[config.mk]
export PLATFORM = sky130hd
export DESIGN_NAME = sram_arbiter_flat
export DESIGN_NICKNAME = d
export VERILOG_FILES = /design/src/rtl/sram_arbiter_if.sv /design/src/rtl/sram_arbiter.sv /design/src/flat_wrapper.sv
export SDC_FILE = /design/constraint.sdc
export NUM_CORES = 1
export LEC_CHECK = 0
export BUFFER_PORTS_ARGS = -buffer_cell sky130_fd_sc_hd__buf_4
export CAP_MARGIN = 20
export CORE_ASPECT_RATIO = 0.9
export CORE_MARGIN = 2
export CORE_UTILIZATION = 47
export CTS_BUF_LIST = sky130_fd_sc_hd__clkbuf_4 sky130_fd_sc_hd__clkbuf_8
export DETAILED_ROUTE_END_ITERATION = 10
export PLACE_DENSITY_LB_ADDON = 0.3
export SYNTH_ARGS = -nofsm -noshare
export SYNTH_HDL_FRONTEND = slang
export SYNTH_SLANG_ARGS = --single-unit
export TNS_END_PERCENT = 10
[constraint.sdc]
create_clock -name clk -period 2.05 [get_ports clk]
set_input_delay 0.3075 -clock clk [delete_from_list [all_inputs] [get_ports clk]]
set_output_delay 0.3075 -clock clk [all_outputs]
set_load 0.005 [all_outputs]
[src/rtl/sram_arbiter_if.sv]
// sram_arbiter_if: pipeline-side request/ack bundle for sram_arbiter.
// The master side is the IF/MEM pipeline, the slave side is the arbiter.
interface sram_arbiter_if #(
  parameter int ADDR_W = 32,
  parameter int DATA_W = 32
);
  logic              i_req;
  logic [ADDR_W-1:0] i_addr;
  logic [DATA_W-1:0] i_rdata;
  logic              i_ack;
  logic              d_req;
  logic              d_we;
  logic [ADDR_W-1:0] d_addr;
  logic [DATA_W-1:0] d_wdata;
  logic [DATA_W-1:0] d_rdata;
  logic              d_ack;

  modport master (
    output i_req, i_addr, d_req, d_we, d_addr, d_wdata,
    input  i_rdata, i_ack, d_rdata, d_ack
  );

  modport slave (
    input  i_req, i_addr, d_req, d_we, d_addr, d_wdata,
    output i_rdata, i_ack, d_rdata, d_ack
  );
endinterface

[src/rtl/sram_arbiter.sv]
// sram_arbiter: shares one asynchronous sram between the instruction-fetch
// port (read-only) and the data port (read/write). Every sram strobe,
// address and write datum comes from a register and is held for
// WAIT_CYCLES+1 cycles. Read data is captured on the last ACCESS cycle and
// the winner gets a one-cycle ack in DONE.
// Optional build macro SRAM_ARB_RR_EN: on a tie, grant the port that was
// not served last. Without it, the data port always wins a tie.
module sram_arbiter #(
  parameter int ADDR_W      = 32,
  parameter int DATA_W      = 32,
  parameter int WAIT_CYCLES = 1
) (
  input  logic              clk,
  input  logic              rst,
  sram_arbiter_if.slave     bus,
  output logic              sram_cs,
  output logic              sram_oe,
  output logic              sram_we,
  output logic [ADDR_W-1:0] sram_addr,
  output logic [DATA_W-1:0] sram_din,
  input  logic [DATA_W-1:0] sram_dout,
  output logic              busy
);

  typedef enum logic [1:0] {
    ST_IDLE   = 2'd0,
    ST_ACCESS = 2'd1,
    ST_DONE   = 2'd2
  } state_t;

  localparam logic [7:0] WAIT_INIT = 8'(WAIT_CYCLES);
  localparam logic       GRANT_I   = 1'b0;
  localparam logic       GRANT_D   = 1'b1;

  state_t            r_state, w_state_nxt;
  logic [7:0]        r_cnt, w_cnt_nxt;
  logic              r_grant, w_grant_nxt;   // owner of the current transaction
  logic              r_wr, w_wr_nxt;         // current transaction is a write
  logic              r_cs, w_cs_nxt;
  logic              r_oe, w_oe_nxt;
  logic              r_we, w_we_nxt;
  logic [ADDR_W-1:0] r_addr, w_addr_nxt;
  logic [DATA_W-1:0] r_din, w_din_nxt;
  logic [DATA_W-1:0] r_i_rdata, w_i_rdata_nxt;
  logic [DATA_W-1:0] r_d_rdata, w_d_rdata_nxt;
  logic              r_i_ack, w_i_ack_nxt;
  logic              r_d_ack, w_d_ack_nxt;
  logic              r_busy, w_busy_nxt;
  logic              w_pick_d;
`ifdef SRAM_ARB_RR_EN
  logic              r_last_grant, w_last_grant_nxt;
`endif

  // Arbitration: decide which pending request would win the IDLE slot
  always_comb begin
    w_pick_d = GRANT_I;
    if (bus.d_req && bus.i_req) begin
`ifdef SRAM_ARB_RR_EN
      w_pick_d = (r_last_grant == GRANT_I) ? GRANT_D : GRANT_I;
`else
      w_pick_d = GRANT_D;
`endif
    end else if (bus.d_req) begin
      w_pick_d = GRANT_D;
    end else begin
      w_pick_d = GRANT_I;
    end
  end

  // Next-state and next-register values for the IDLE/ACCESS/DONE sequence
  always_comb begin
    w_state_nxt   = r_state;
    w_cnt_nxt     = r_cnt;
    w_grant_nxt   = r_grant;
    w_wr_nxt      = r_wr;
    w_cs_nxt      = r_cs;
    w_oe_nxt      = r_oe;
    w_we_nxt      = r_we;
    w_addr_nxt    = r_addr;
    w_din_nxt     = r_din;
    w_i_rdata_nxt = r_i_rdata;
    w_d_rdata_nxt = r_d_rdata;
    w_i_ack_nxt   = 1'b0;
    w_d_ack_nxt   = 1'b0;
`ifdef SRAM_ARB_RR_EN
    w_last_grant_nxt = r_last_grant;
`endif
    case (r_state)
      ST_IDLE: begin
        if (bus.i_req || bus.d_req) begin
          w_state_nxt = ST_ACCESS;
          w_cnt_nxt   = WAIT_INIT;
          w_grant_nxt = w_pick_d;
          if (w_pick_d == GRANT_D) begin
            w_wr_nxt   = bus.d_we;
            w_addr_nxt = bus.d_addr;
            w_din_nxt  = bus.d_wdata;
          end else begin
            w_wr_nxt   = 1'b0;
            w_addr_nxt = bus.i_addr;
            w_din_nxt  = r_din;
          end
          w_cs_nxt = 1'b1;
          w_oe_nxt = ~w_wr_nxt;
          w_we_nxt = w_wr_nxt;
        end else begin
          w_cs_nxt = 1'b0;
          w_oe_nxt = 1'b0;
          w_we_nxt = 1'b0;
        end
      end
      ST_ACCESS: begin
        if (r_cnt != 8'd0) begin
          w_cnt_nxt = r_cnt - 8'd1;
        end else begin
          // Last strobe cycle: sram_dout has settled on the held address
          w_state_nxt = ST_DONE;
          w_cs_nxt    = 1'b0;
          w_oe_nxt    = 1'b0;
          w_we_nxt    = 1'b0;
          w_i_ack_nxt = (r_grant == GRANT_I);
          w_d_ack_nxt = (r_grant == GRANT_D);
          if (!r_wr) begin
            if (r_grant == GRANT_D) begin
              w_d_rdata_nxt = sram_dout;
            end else begin
              w_i_rdata_nxt = sram_dout;
            end
          end else begin
            w_d_rdata_nxt = r_d_rdata;
          end
        end
      end
      ST_DONE: begin
        w_state_nxt = ST_IDLE;
`ifdef SRAM_ARB_RR_EN
        w_last_grant_nxt = r_grant;
`endif
      end
      default: begin
        w_state_nxt = ST_IDLE;
        w_cs_nxt    = 1'b0;
        w_oe_nxt    = 1'b0;
        w_we_nxt    = 1'b0;
      end
    endcase
    w_busy_nxt = (w_state_nxt != ST_IDLE);
  end

  // State and datapath registers; reset aborts any transaction in flight
  always_ff @(posedge clk) begin
    if (rst) begin
      r_state   <= ST_IDLE;
      r_cnt     <= 8'd0;
      r_grant   <= GRANT_I;
      r_wr      <= 1'b0;
      r_cs      <= 1'b0;
      r_oe      <= 1'b0;
      r_we      <= 1'b0;
      r_addr    <= '0;
      r_din     <= '0;
      r_i_rdata <= '0;
      r_d_rdata <= '0;
      r_i_ack   <= 1'b0;
      r_d_ack   <= 1'b0;
      r_busy    <= 1'b0;
`ifdef SRAM_ARB_RR_EN
      r_last_grant <= GRANT_I;
`endif
    end else begin
      r_state   <= w_state_nxt;
      r_cnt     <= w_cnt_nxt;
      r_grant   <= w_grant_nxt;
      r_wr      <= w_wr_nxt;
      r_cs      <= w_cs_nxt;
      r_oe      <= w_oe_nxt;
      r_we      <= w_we_nxt;
      r_addr    <= w_addr_nxt;
      r_din     <= w_din_nxt;
      r_i_rdata <= w_i_rdata_nxt;
      r_d_rdata <= w_d_rdata_nxt;
      r_i_ack   <= w_i_ack_nxt;
      r_d_ack   <= w_d_ack_nxt;
      r_busy    <= w_busy_nxt;
`ifdef SRAM_ARB_RR_EN
      r_last_grant <= w_last_grant_nxt;
`endif
    end
  end

  assign sram_cs     = r_cs;
  assign sram_oe     = r_oe;
  assign sram_we     = r_we;
  assign sram_addr   = r_addr;
  assign sram_din    = r_din;
  assign busy        = r_busy;
  assign bus.i_rdata = r_i_rdata;
  assign bus.i_ack   = r_i_ack;
  assign bus.d_rdata = r_d_rdata;
  assign bus.d_ack   = r_d_ack;

endmodule
[src/flat_wrapper.sv]
// flat-port wrapper written by rule: the top's interface ports become plain ports
module sram_arbiter_flat 
#(
  parameter int ADDR_W      = 32,
  parameter int DATA_W      = 32,
  parameter int WAIT_CYCLES = 1
)
  (clk, rst, sram_cs, sram_oe, sram_we, sram_addr, sram_din, sram_dout, busy, bus_i_req, bus_i_addr, bus_d_req, bus_d_we, bus_d_addr, bus_d_wdata, bus_i_rdata, bus_i_ack, bus_d_rdata, bus_d_ack);
  sram_arbiter_if #(.ADDR_W(ADDR_W), .DATA_W(DATA_W)) bus_i ();
  input  logic clk;
  input  logic rst;
  output logic sram_cs;
  output logic sram_oe;
  output logic sram_we;
  output logic [ADDR_W-1:0] sram_addr;
  output logic [DATA_W-1:0] sram_din;
  input  logic [DATA_W-1:0] sram_dout;
  output logic busy;
  input wire logic [$bits(bus_i.i_req)-1:0] bus_i_req;
  input wire logic [$bits(bus_i.i_addr)-1:0] bus_i_addr;
  input wire logic [$bits(bus_i.d_req)-1:0] bus_d_req;
  input wire logic [$bits(bus_i.d_we)-1:0] bus_d_we;
  input wire logic [$bits(bus_i.d_addr)-1:0] bus_d_addr;
  input wire logic [$bits(bus_i.d_wdata)-1:0] bus_d_wdata;
  output wire logic [$bits(bus_i.i_rdata)-1:0] bus_i_rdata;
  output wire logic [$bits(bus_i.i_ack)-1:0] bus_i_ack;
  output wire logic [$bits(bus_i.d_rdata)-1:0] bus_d_rdata;
  output wire logic [$bits(bus_i.d_ack)-1:0] bus_d_ack;
  assign bus_i.i_req = bus_i_req;
  assign bus_i.i_addr = bus_i_addr;
  assign bus_i.d_req = bus_d_req;
  assign bus_i.d_we = bus_d_we;
  assign bus_i.d_addr = bus_d_addr;
  assign bus_i.d_wdata = bus_d_wdata;
  assign bus_i_rdata = bus_i.i_rdata;
  assign bus_i_ack = bus_i.i_ack;
  assign bus_d_rdata = bus_i.d_rdata;
  assign bus_d_ack = bus_i.d_ack;
  sram_arbiter #(.ADDR_W(ADDR_W), .DATA_W(DATA_W), .WAIT_CYCLES(WAIT_CYCLES)) u_core (.clk(clk), .rst(rst), .bus(bus_i), .sram_cs(sram_cs), .sram_oe(sram_oe), .sram_we(sram_we), .sram_addr(sram_addr), .sram_din(sram_din), .sram_dout(sram_dout), .busy(busy));
endmodule
# == Word level (Yosys, flattened, before mapping) ==
# Cells that the tools add are included.
# totals
output_inout_bits,134
word_cells,58
latchBits,0
in_bits,133
mem_bits_rw,0
romBits,0
memories,0
reg_bits,146
# op_classes
bitwise_logic,6
n_lt_le_gt_ge,0
add_sub_neg,1
shift,0
reduce_logical,13
mux,19
n_div,0
n_eq_ne,5
mul,0
# op_table
cell,count
two-way mux 32 bit,1
two-way mux 8 bit,2
one-hot mux 8 bit (2 select lines),1
two-way mux 1 bit,9
one-hot mux 1 bit (3 select lines),3
AND reduction 4 bit,2
nonzero test 8 bit,1
"subtractor 8 x 1 -> 8 bit, second input constant",1
inverter 1 bit,6
AND reduction 3 bit,2
two-way mux 2 bit,2
"!= test 2 x 1 -> 1 bit, second input constant",2
one-hot mux 2 bit (2 select lines),1
AND reduction 2 bit,2
nonzero test 2 bit,2
OR reduction 3 bit,1
"== test 2 x 1 -> 1 bit, second input constant",1
"== test 2 bit, second input constant",1
zero test 2 bit,1
"!= test 2 bit, second input constant",1
logical AND 1 bit,1
logical OR 1 bit,1

# == Longest topological paths before layout ==
# depth
word_depth,8
depth_mapped,8
ltp_nobuf,7

# == Worst setup path before layout ==
# Ideal clock, no wire load.
# synth_path
kind,flip-flop to flip-flop
startpoint,register u_core.r_cnt[2]
endpoint,register u_core.r_cnt[4]
slack_ns,0.468
t_arrival_ns,1.468
stages_incl_launch_ff,5
setup_ns,0.115
period_less_slack_ns,1.582
path_buffers,0
cell_sequence,dfxtp_1 or4_4 nor4b_4 nor3_1 o21a_1
# synth_via
elab_chain_len,3
elab_cells_between_ends,6
cone_classes,add/sub (1); eq/ne (1); mux (2); reduce/logical (2)
# synth_lines
element,line,source
from (decl),sram_arbiter.sv:36,"logic [7:0] r_cnt, w_cnt_nxt;"
from (signal assigned),sram_arbiter.sv:172,r_cnt <= w_cnt_nxt;
subtractor 8 x 1 -> 8 bit / nonzero test 8 bit (equally long branches),"sram_arbiter.sv:114, sram_arbiter.sv:113",
two-way mux 8 bit / != test 2 x 1 -> 1 bit (equally long branches),--,
one-hot mux 8 bit (2 select lines) / AND reduction 3 bit (equally long branches),--,
# Several ways; a longest one is shown, not always the timed one. The select of a mux whose other input is x is not followed.
# A chain may end at the register's enable or synchronous reset.

# == Worst setup path after layout ==
# layout_path
startpoint,register u_core.r_cnt[2]
endpoint,register u_core.r_i_rdata[16] (netlist: u_core.bus.i_rdata[16])
# layout_via
elab_chain_len,3
# layout_lines
element,line,source
nonzero test 8 bit,sram_arbiter.sv:113,if (r_cnt != 8'd0) begin
inverter 1 bit (no line),--,
AND reduction 4 bit (no line),--,
to (signal assigned),sram_arbiter.sv:180,r_i_rdata <= w_i_rdata_nxt;
to (decl),sram_arbiter.sv:44,"logic [DATA_W-1:0] r_i_rdata, w_i_rdata_nxt;"
# No other way between the ends.

==> reports/summary.txt <==
Outcome -> complete, no violations
CP required -> 2410 ps
Async S/R FF share, synth -> 0%
Routed length per placed instance -> 15.2 um
Root cell of the clock tree -> clkbuf_8
Die area -> 12800 um^2
Crit path max fanout -> 30
Latest clock arrival within the worst-skew pair -> 440 ps
Htree depth -> 4
Hold Vio Cnt, Final -> 0
Largest net degree at the start of global routing -> 81
Area leader, netlist -> dfxtp_1
Post-synth cell types -> 41
Final GP Congestion -> 0.820
Core Area -> 11500 um^2
Via-to-Cell Ratio -> 5.01
Drt drc -> 0
Initial Utilization -> 48.5%
Routed via count -> 5210
Fill count -> 907
Area share of the largest cell type after synthesis -> 52.3%
PD cells -> 1240 nW/um^2
Dpl cell area -> 7690 um^2
CP startpoint kind -> register
Slew @ Worst Pin -> 578 ps
Static leakage -> 3.85 nW
CTS tree -> done
Area contributors post-synth -> dfxtp_1, mux2i_1, nand2_1
Post-Route WL -> 15800 um
CP arrival -> 2150 ps
Register area -> 2920 um^2
Initial antenna violation count -> 0
Peak Freq -> 0.559 GHz
Most frequent cells in the layout -> buf_4, dfxtp_1, nand2_1
RSZ-0062 raised after global routing -> no
Share of cells above drive strength 1 -> 37.3%
Endpoints failing setup -> 0
Row count -> 37
Post-synthesis sequential area ratio -> 52.3%
EDFF count, synth -> 0
Hold-fix buffers at CTS -> 0
Final Critical Period -> 1790 ps
Crit path kind -> register to register
Die height -> 107 um
Top FF cell, synth -> dfxtp_1
Fin Clk Skew -> 13.2 ps
1st-iter DRT viols -> 292
Post-route cell area -> 8100 um^2
# clock sinks -> 146
Longest Clk Path Bufs -> 2
Routed Antenna Nets -> 0
Synthesized net count -> 750
P&R area growth vs syn -> 44.8%
Tightest Hold Check Type -> input pin to register
Syn_area_per_cell -> 9.08 um^2
Cell Area, Synth -> 5590 um^2
Dpl hpwl -> 11700 um
Cts repair resizes -> 0
Slew Viols, Final -> 0
Grt ovf -> 0
CTS buffer count -> 17
Mapped Cells -> 616
Vias in the first global route -> 5188
Fin nets -> 1004
Postcts setup bufs -> 0
Yosys reg bits -> 146
First-pass GRT wire length -> 24600 um
Antenna diodes -> 0
Port Buf Inserts -> 266
Footprint of the multi-input gates -> 2430 um^2
GRT Resource Usage Total -> 24.3%
Clk slew on worst S/H paths -> 90 ps
Yosys Warn Count -> 0
Fin crit share -> 87.3%
TritonRoute pass-1 iters -> 6
Rel. slew slack -> 61.5%
Sum Neg Setup Slack -> 0 ps
Commonest non-fill, non-tap cell in the layout -> buf_4
Ports -> 267
Max Cap Viol -> 0
Die Wd -> 119 um
Crit end category -> register
Worst ir drop on vdd -> 0.582 mV
sequential cells by signal, summed over array words and instances (netlist names), 2 cells and up:
| register | cells |
|---|---|
| u_core.bus.d_rdata | 32 |
| u_core.sram_addr | 32 |
| u_core.r_cnt | 8 |
| u_core.sram_din | 32 |
| u_core.r_state | 2 |
| u_core.bus.i_rdata | 32 |
critical path, stage by stage, from the launching register on:
cell and delay (ps):
dfxtp_1 380, nor4_2 560, and3_2 350, buf_12 190, nand2_1 90, a21oi_1 140
per-layer routing:
layer	vias to the layer above	wire length, um	part of all wire (%)	track usage, %
li1	2602	-	-	-
met2	185	8320	53	43.6
met3	25	1140	7.2	9.00
met1	2398	6000	38	25.8
met4	0	314	2.0	9.86
met5	-	0	0	0
synthesized netlist by cell type (2+ instances only):
library cell  number
dfxtp_1          146
nand2_1          139
nor2_1            68
a21oi_1           65
mux2i_1           65
a211oi_1          33
clkbuf_1          25
buf_2             12
a21oi_2            8
inv_1              5
and2_1             4
o21ai_0            4
clkbuf_8           3
nand3_1            3
nor4_1             3
o21a_1             3
or3_1              3
nand2b_1           2
o211ai_1           2
o31a_2             2
final cells by class:
class / count / area share (%)
sequential: 146 / 36.1
multi-input combinational: 422 / 30.0
timing repair buffer: 278 / 26.2
clock buffer: 18 / 3.06
tap: 156 / 2.41
clock inverter: 14 / 1.92
inverter: 5 / 0.232
through the flow:
step / setup WS (ps) / util, % / power [mW] / cells / hold slack, ps
floorplan: 468 / - / 6.15 / 616 / 429
global placement: 422 / 66.7 / 7.61 / 1007 / 440
detailed placement: 327 / 66.7 / 7.78 / 1007 / 444
CTS: 310 / 70.2 / 10.1 / 1039 / 56.3
global route: 91.6 / 70.2 / 10.6 / 1039 / 46.1
finish: 261 / 70.2 / 10.0 / 1039 / 91.3
logic make-up after synthesis:
group / share of synthesized area (%)
simple gates: 18.1
flops: 52.3
compound gates: 13.6
mux: 11.6
buf+inv: 4.23
fa+ha+maj: 0.224
worst paths after layout:
path / startpoint / cells past startpoint / slack [ps] / endpoint
max: u_core.r_cnt[2] / 5 / 260 / u_core.bus.i_rdata[16]
min: rst / 2 / 90 / u_core.r_wr
max reg2reg: u_core.r_cnt[2] / 5 / 260 / u_core.bus.i_rdata[16]
min reg2reg: u_core.bus.i_rdata[2] / 2 / 450 / u_core.bus.i_rdata[2]
power breakdown:
group	internal [mW]	switching [mW]	total, mW
Sequential	3.51	0.458	3.97
Combinational	1.81	1.96	3.76
Clock	1.13	1.15	2.28
Total	6.45	3.56	10.0
No activity file was read; power rests on OpenSTA's default activity.
